[src/rtl/key_input_cond_pkg.sv]
// Shared types and constants for the push-button conditioning block.
package key_input_cond_pkg;

  typedef enum logic [1:0] {
    STABLE_OFF = 2'd0,
    WAIT_ON    = 2'd1,
    STABLE_ON  = 2'd2,
    WAIT_OFF   = 2'd3
  } key_state_e;

  // 20 ms at 50 MHz.
  localparam int DEBOUNCE_CYCLES_DEF = 1000000;
  localparam int DEBOUNCE_CYCLES_SIM = 8;

  // Raw pin level of a released button.
  function automatic logic raw_idle_level(input bit active_low);
    return active_low ? 1'b1 : 1'b0;
  endfunction

endpackage

[src/rtl/key_input_cond_debounce_cell.sv]
// One key channel: 2-flop synchroniser, polarity fix, debounce FSM and counter.
// KEY_INPUT_COND_DEBOUNCE_BYPASS_EN replaces the FSM with a single level register.
module key_debounce_cell
  import key_input_cond_pkg::*;
#(
  parameter int DEBOUNCE_CYCLES = DEBOUNCE_CYCLES_DEF,
  parameter bit ACTIVE_LOW      = 1'b1
) (
  input  logic i_clk,
  input  logic i_rst_n,
  input  logic i_key_raw,
  output logic o_level,
  output logic o_press,
  output logic o_release,
  output logic o_press_nxt
);

  localparam logic RAW_IDLE = raw_idle_level(ACTIVE_LOW);

  logic r_sync1, r_sync2;
  logic w_s;
  logic r_level, r_press, r_release;
  logic w_level_nxt, w_press_nxt, w_release_nxt;

  // Synchroniser resets to the released pin level so reset itself never looks like a press.
  always_ff @(posedge i_clk or negedge i_rst_n) begin
    if (!i_rst_n) begin
      r_sync1 <= RAW_IDLE;
      r_sync2 <= RAW_IDLE;
    end else begin
      // NOTE: non-blocking so r_sync2 takes the old r_sync1, giving two real flop stages.
      r_sync1 <= i_key_raw;
      r_sync2 <= r_sync1;
    end
  end

  assign w_s = r_sync2 ^ ACTIVE_LOW;

`ifdef KEY_INPUT_COND_DEBOUNCE_BYPASS_EN

  always_comb begin
    w_level_nxt   = w_s;
    w_press_nxt   = w_s & ~r_level;
    w_release_nxt = ~w_s & r_level;
  end

`else

  localparam int              CNT_W    = (DEBOUNCE_CYCLES > 1) ? $clog2(DEBOUNCE_CYCLES) : 1;
  localparam logic [CNT_W-1:0] CNT_LAST = CNT_W'(DEBOUNCE_CYCLES - 1);

  key_state_e       r_state, w_state_nxt;
  logic [CNT_W-1:0] r_cnt, w_cnt_nxt;

  always_comb begin
    // NOTE: every output gets a default first so no path leaves it unassigned (no latches).
    w_state_nxt   = r_state;
    w_cnt_nxt     = r_cnt;
    w_level_nxt   = r_level;
    w_press_nxt   = 1'b0;
    w_release_nxt = 1'b0;
    case (r_state)
      STABLE_OFF: begin
        if (w_s) begin
          w_state_nxt = WAIT_ON;
          w_cnt_nxt   = '0;
        end
      end
      WAIT_ON: begin
        if (!w_s) begin
          w_state_nxt = STABLE_OFF;
          w_cnt_nxt   = '0;
        end else if (r_cnt == CNT_LAST) begin
          w_state_nxt = STABLE_ON;
          w_cnt_nxt   = '0;
          w_level_nxt = 1'b1;
          w_press_nxt = 1'b1;
        end else begin
          w_cnt_nxt = r_cnt + CNT_W'(1);
        end
      end
      STABLE_ON: begin
        if (!w_s) begin
          w_state_nxt = WAIT_OFF;
          w_cnt_nxt   = '0;
        end
      end
      WAIT_OFF: begin
        if (w_s) begin
          w_state_nxt = STABLE_ON;
          w_cnt_nxt   = '0;
        end else if (r_cnt == CNT_LAST) begin
          w_state_nxt   = STABLE_OFF;
          w_cnt_nxt     = '0;
          w_level_nxt   = 1'b0;
          w_release_nxt = 1'b1;
        end else begin
          w_cnt_nxt = r_cnt + CNT_W'(1);
        end
      end
      default: begin
        w_state_nxt = STABLE_OFF;
        w_cnt_nxt   = '0;
      end
    endcase
  end

  always_ff @(posedge i_clk or negedge i_rst_n) begin
    if (!i_rst_n) begin
      r_state <= STABLE_OFF;
      r_cnt   <= '0;
    end else begin
      r_state <= w_state_nxt;
      r_cnt   <= w_cnt_nxt;
    end
  end

`endif

  always_ff @(posedge i_clk or negedge i_rst_n) begin
    if (!i_rst_n) begin
      r_level   <= 1'b0;
      r_press   <= 1'b0;
      r_release <= 1'b0;
    end else begin
      r_level   <= w_level_nxt;
      r_press   <= w_press_nxt;
      r_release <= w_release_nxt;
    end
  end

  assign o_level     = r_level;
  assign o_press     = r_press;
  assign o_release   = r_release;
  assign o_press_nxt = w_press_nxt;

endmodule

[src/rtl/key_input_cond.sv]
// KEY conditioning top: NUM_KEYS independent debounce cells plus a registered any-press flag.
// Build option KEY_INPUT_COND_DEBOUNCE_BYPASS_EN skips debouncing for fast firmware sims.
module key_input_cond
  import key_input_cond_pkg::*;
#(
  parameter int NUM_KEYS        = 4,
  parameter int DEBOUNCE_CYCLES = DEBOUNCE_CYCLES_DEF,
  parameter bit ACTIVE_LOW      = 1'b1
) (
  input  logic                i_clk,
  input  logic                i_rst_n,
  input  logic [NUM_KEYS-1:0] i_keys_raw,
  output logic [NUM_KEYS-1:0] o_keys_level,
  output logic [NUM_KEYS-1:0] o_keys_press,
  output logic [NUM_KEYS-1:0] o_keys_release,
  output logic                o_any_press
);

  if (DEBOUNCE_CYCLES < 2) begin : g_bad_debounce
    $error("key_input_cond: DEBOUNCE_CYCLES must be >= 2");
  end

  logic [NUM_KEYS-1:0] w_press_nxt;
  logic                r_any_press;

  for (genvar k = 0; k < NUM_KEYS; k++) begin : g_key
    key_debounce_cell #(
      .DEBOUNCE_CYCLES (DEBOUNCE_CYCLES),
      .ACTIVE_LOW      (ACTIVE_LOW)
    ) u_cell (
      .i_clk       (i_clk),
      .i_rst_n     (i_rst_n),
      .i_key_raw   (i_keys_raw[k]),
      .o_level     (o_keys_level[k]),
      .o_press     (o_keys_press[k]),
      .o_release   (o_keys_release[k]),
      .o_press_nxt (w_press_nxt[k])
    );
  end

  // Registered from the cells' next-press terms so it lines up with o_keys_press.
  always_ff @(posedge i_clk or negedge i_rst_n) begin
    if (!i_rst_n) begin
      r_any_press <= 1'b0;
    end else begin
      r_any_press <= |w_press_nxt;
    end
  end

  assign o_any_press = r_any_press;

endmodule

[config.mk]
export PLATFORM = sky130hd
export DESIGN_NAME = key_input_cond
export DESIGN_NICKNAME = d
export VERILOG_FILES = /design/src/rtl/key_input_cond_pkg.sv /design/src/rtl/key_input_cond_debounce_cell.sv /design/src/rtl/key_input_cond.sv
export SDC_FILE = /design/constraint.sdc
export NUM_CORES = 1
export LEC_CHECK = 0
export CORE_MARGIN = 5
export CORE_UTILIZATION = 61
export CTS_CLUSTER_DIAMETER = 80
export DETAILED_ROUTE_END_ITERATION = 10
export HOLD_SLACK_MARGIN = 0.15
export PLACE_DENSITY = 0.82
export SYNTH_ARGS = -nofsm -noshare
export SYNTH_HDL_FRONTEND = slang
export SYNTH_SLANG_ARGS = --single-unit
[constraint.sdc]
create_clock -name i_clk -period 2.5 [get_ports i_clk]
set_input_delay 0.25 -clock i_clk [delete_from_list [all_inputs] [get_ports i_clk]]
set_output_delay 0.25 -clock i_clk [all_outputs]
set_load 0.005 [all_outputs]
==> out/summary.md <==
Walking the worst path, the cells encountered are or4_4, nor4_4, a21oi_4, buf_4, a41oi_1, a31oi_1. After synthesis, the largest family of logic cells by area is simple AND/OR/NAND/NOR gates. Among all stages on the critical path, the largest delay is contributed by sky130_fd_sc_hd__or4_4.

STA puts the critical path data arrival time at 2.44 ns. For the placement-stage cell area, the log shows 0.00591 mm2. On the worst path, the slowest cell contributes a delay of 0.57 ns.

Among all flip-flop cells after synthesis, the most frequent one is sky130_fd_sc_hd__dfrtp_1. Setup repair after global routing left no endpoint under its margin. The analysis attributes to cell leakage a power of 2.55 nW.

After clock tree synthesis, the setup repair step added 0 buffers. The post-synthesis mux area share was 0.0167; the proportion of layout cells with a drive suffix above 1 was 0.110. The logs give 0 for the number of warnings issued by yosys and 621 for the net total in the final layout.

The run finished with clean final reports. The commonest cells after synthesis are sky130_fd_sc_hd__dfrtp_1 (101), sky130_fd_sc_hd__nand2_1 (69), sky130_fd_sc_hd__a31oi_1 (52). The clock net in this run drives a total of 109 sinks. The adder-cell share of the synthesized area works out to 0.00881.

Including well taps, the total number of placed cells is 710. The clock passes through at most 2 buffers. The logs give 19 for the top-level port count and 0 for the number of maximum-capacitance violations.

The number of port buffers is 18. Dividing the detail-routed wire length by the instance count gives 15.5 um. The tools report the remaining max-slew budget at the tightest pin as 0.505.

The fraction of the mapped netlist area in simple logic gates was 0.249; the share of the synthesized area in the top cell type was 0.445. The die covers 0.0113 mm2. Timing analysis after detailed placement gives a worst setup slack of 0.130 ns.

The run gives 0.209 as the global routing usage summed across all routing layers. For the worst setup path, the data required time is 2.76 ns. Number of synthesized flops with an enable pin: 0. STA classifies the critical path endpoint as a flip-flop. Compared with the post-synthesis result, the final layout area differs by 7.77%.

Sorting the synthesized cells by area gives the leading types as sky130_fd_sc_hd__dfrtp_1 (44%), sky130_fd_sc_hd__a31oi_1 (5.7%), sky130_fd_sc_hd__nand2_1 (4.6%). The number of nets still failing antenna checks after routing was 0; the total chip power was 3.06 mW. Share of synthesized registers carrying an async set or reset: 1.00. Fraction of synthesized cell area in xor and xnor cells: 0.00925. Yosys mapped the design onto 59 distinct sky130hd cell types.

The clock period minus worst slack was 2.19 ns; the summed instance area of the synthesized netlist was 0.00568 mm2. The run gives 615 as the number of nets in the synthesized netlist. Initial antenna violation count: 0. Clock-pin slew was measured on the worst setup and hold paths at 0.11 ns.

The post-route clock period utilization is 0.874, and the fraction of the mapped netlist area in compound gates is 0.187. The average instance in the mapped netlist occupies 9.39 um2. 0 antenna diodes ended up in the layout. Across the routed clock network, the largest skew measured is 0.0117 ns. The clock tree synthesis step divided the H-tree into 3 levels. The count of final hold-check violations is 0. The tools report the cell area after layout as 0.00612 mm2.

The largest total area in the synthesized netlist belongs to sky130_fd_sc_hd__dfrtp_1. Setup violations remaining at the end of the flow were counted as 0. The logs give 0.621 for the starting density of the core and 19,700 um for the wire length of the first global-routing pass.

The logs give 0 for the residual overflow from global routing and 11,300 um for the total detailed-routing wirelength. In this run, synthesis produced a sequential element count of 109. For the final weighted congestion in routability-driven placement, the log shows 0.853. From left edge to right edge, the die measures 107 um.

In this run, the number of DRC markers left after iteration 0 of detailed routing was 233. The worst-case IR drop observed on VDD is 305 uV. The tools report the estimated wirelength of the detail-placed design as 7580 um. Entering global routing, the biggest net connects 82 pins. In the routed design, unresolved DRC markers number 0. Once routing completed, OpenROAD measured the worst setup slack at 0.314 ns. Leaving out filler cells and counting taps, the final layout contains 727.

The sequential share of the synthesized area is 0.482. For this design the ratio of total power to cell area is 500 mW/mm2. The clock root buffer is sky130_fd_sc_hd__clkbuf_8. The critical path in this run is classified as reg -> reg.

The logs give 605 for the number of instances in the synthesized netlist and 715 for the filler cell count in the final layout. The area of the core was 0.00915 mm2; the measured slew at the worst slew-check pin was 0.740 ns. sky130_fd_sc_hd__dfrtp_1 is the most common cell in the netlist. At the later pin of the worst-skew pair, clock insertion delay measures 0.37 ns. The sum of negative setup slack is 0 ns. The logs give 4,264 for the number of global-route vias before repair and 9 for the number of clock buffers inserted by TritonCTS.

The final count of pins violating max slew was 0. In the routed layout, each cell is associated on average with a via count of 6.31. The class of the tightest hold or removal check was in -> reg.

The floorplan row count is 35, and the worst-path maximum fanout is 16. TritonCTS built the clock tree. STA classifies the critical path startpoint as a flip-flop. The die is 107 um tall. The total vias in the final route was 4,588. The first-pass iteration count of the detailed router is 4, and the fmax is 458 MHz.
## state kept, by name, indices dropped and copies added, names as in the netlist, named ones only
name	flops
g_key.u_cell.o_level	4
g_key.u_cell.o_press	4
g_key.u_cell.o_release	4
g_key.u_cell.r_cnt	80
g_key.u_cell.r_state	4
g_key.u_cell.r_sync1	4
g_key.u_cell.r_sync2	4
o_any_press	1
## logic make-up (layout without fill, tap and decap cells)
kind of cell,after synthesis,count (layout)
simple gates,255,255
compound gates,166,166
flops,109,109
buf+inv,56,67
mux,9,9
xor+xnor,6,6
fa+ha+maj,4,4
## area by class of cell
class / count / area [um2] / share of cell area
sequential: 109 / 2740 / 0.447
clock buffer: 10 / 138 / 0.0225
tap: 111 / 139 / 0.0227
timing repair buffer: 34 / 313 / 0.0511
inverter: 17 / 63.8 / 0.0104
multi-input combinational: 440 / 2690 / 0.439
clock inverter: 6 / 46.3 / 0.00756
## repair_timing
item | CTS | global route
endpoints found under the setup margin | 0 | 5
hold buffers | 1 | 0
endpoints found under the hold margin | 28 | 0
resized for setup | 0 | 2
## routing by layer
metal	track usage	wire length, um	vias up
met5	0	0	-
met2	0.339	5480	89
met1	0.290	5270	2244
li1	-	-	2247
met4	0.0466	93	0
met3	0.0449	432	8
## placed cells by master (no fill, tap or decap), types with 3 or more instances in the layout
cell | netlist | layout
sky130_fd_sc_hd__nand2b_1 | 16 | 16
sky130_fd_sc_hd__nor2_1 | 37 | 37
sky130_fd_sc_hd__mux2i_1 | 5 | 5
sky130_fd_sc_hd__and4_1 | 7 | 7
sky130_fd_sc_hd__clkbuf_8 | 0 | 10
sky130_fd_sc_hd__a22o_1 | 10 | 10
sky130_fd_sc_hd__or3b_2 | 3 | 3
sky130_fd_sc_hd__inv_1 | 17 | 17
sky130_fd_sc_hd__a41oi_1 | 13 | 13
sky130_fd_sc_hd__o21ai_0 | 20 | 20
sky130_fd_sc_hd__nor4_2 | 3 | 3
sky130_fd_sc_hd__buf_4 | 12 | 15
sky130_fd_sc_hd__ha_1 | 4 | 4
sky130_fd_sc_hd__and2_1 | 6 | 6
sky130_fd_sc_hd__a21o_1 | 4 | 4
sky130_fd_sc_hd__nor4_1 | 4 | 4
sky130_fd_sc_hd__nand2_1 | 69 | 69
sky130_fd_sc_hd__clkdlybuf4s50_1 | 0 | 17
sky130_fd_sc_hd__o2bb2ai_1 | 3 | 3
sky130_fd_sc_hd__nand4_1 | 13 | 13
sky130_fd_sc_hd__dfstp_2 | 8 | 8
sky130_fd_sc_hd__mux2_2 | 4 | 4
sky130_fd_sc_hd__or2_2 | 5 | 5
sky130_fd_sc_hd__dfrtp_1 | 101 | 101
sky130_fd_sc_hd__nor4_4 | 3 | 3
sky130_fd_sc_hd__and3_1 | 19 | 19
sky130_fd_sc_hd__xnor2_1 | 5 | 5
sky130_fd_sc_hd__a21oi_1 | 47 | 47
sky130_fd_sc_hd__a31oi_1 | 52 | 52
sky130_fd_sc_hd__nor3_1 | 7 | 7
sky130_fd_sc_hd__nand3_1 | 43 | 43
## final timing paths
kind / startpoint / endpoint / slack [ns] / depth (start not counted)
setup / recovery: g_key[1].u_cell.r_cnt[12] / g_key[1].u_cell.r_cnt[4] / 0.31 / 6
hold / removal: i_keys_raw[1] / g_key[1].u_cell.r_sync1 / 0.27 / 1
setup reg to reg: g_key[1].u_cell.r_cnt[12] / g_key[1].u_cell.r_cnt[4] / 0.31 / 6
hold reg to reg: g_key[3].u_cell.r_sync1 / g_key[3].u_cell.r_sync2 / 0.36 / 0
max in group asynchronous: i_rst_n / g_key[2].u_cell.r_sync2 / 1.40 / 3
min in group asynchronous: i_rst_n / g_key[3].u_cell.r_cnt[14] / 0.33 / 2
## power breakdown
| part | internal (mW) | switching [mW] | leakage (nW) |
|---|---|---|---|
| combinational | 0.0717 | 0.131 | 0.983 |
| clock | 0.397 | 0.612 | 0.0893 |
| sequential | 1.80 | 0.0437 | 1.48 |
| total | 2.27 | 0.787 | 2.55 |
## worst max-delay path, delay by kind of cell (launching register included)
family,cells,cell delay [ns]
and+or+nand+nor,2,0.93
AOI/OAI and AO/OA,3,0.47
DFF,1,0.46
buffers and inverters,1,0.21
## stage by stage
stage                     hold slack (ns)  utilization
after floorplan                   -0.0456            -
final                               0.273        0.669
after detailed placement            0.194        0.646
after global placement              0.188        0.646
after CTS                           0.255        0.667
after global routing                0.249        0.669
(Power assumes the default switching activity.)
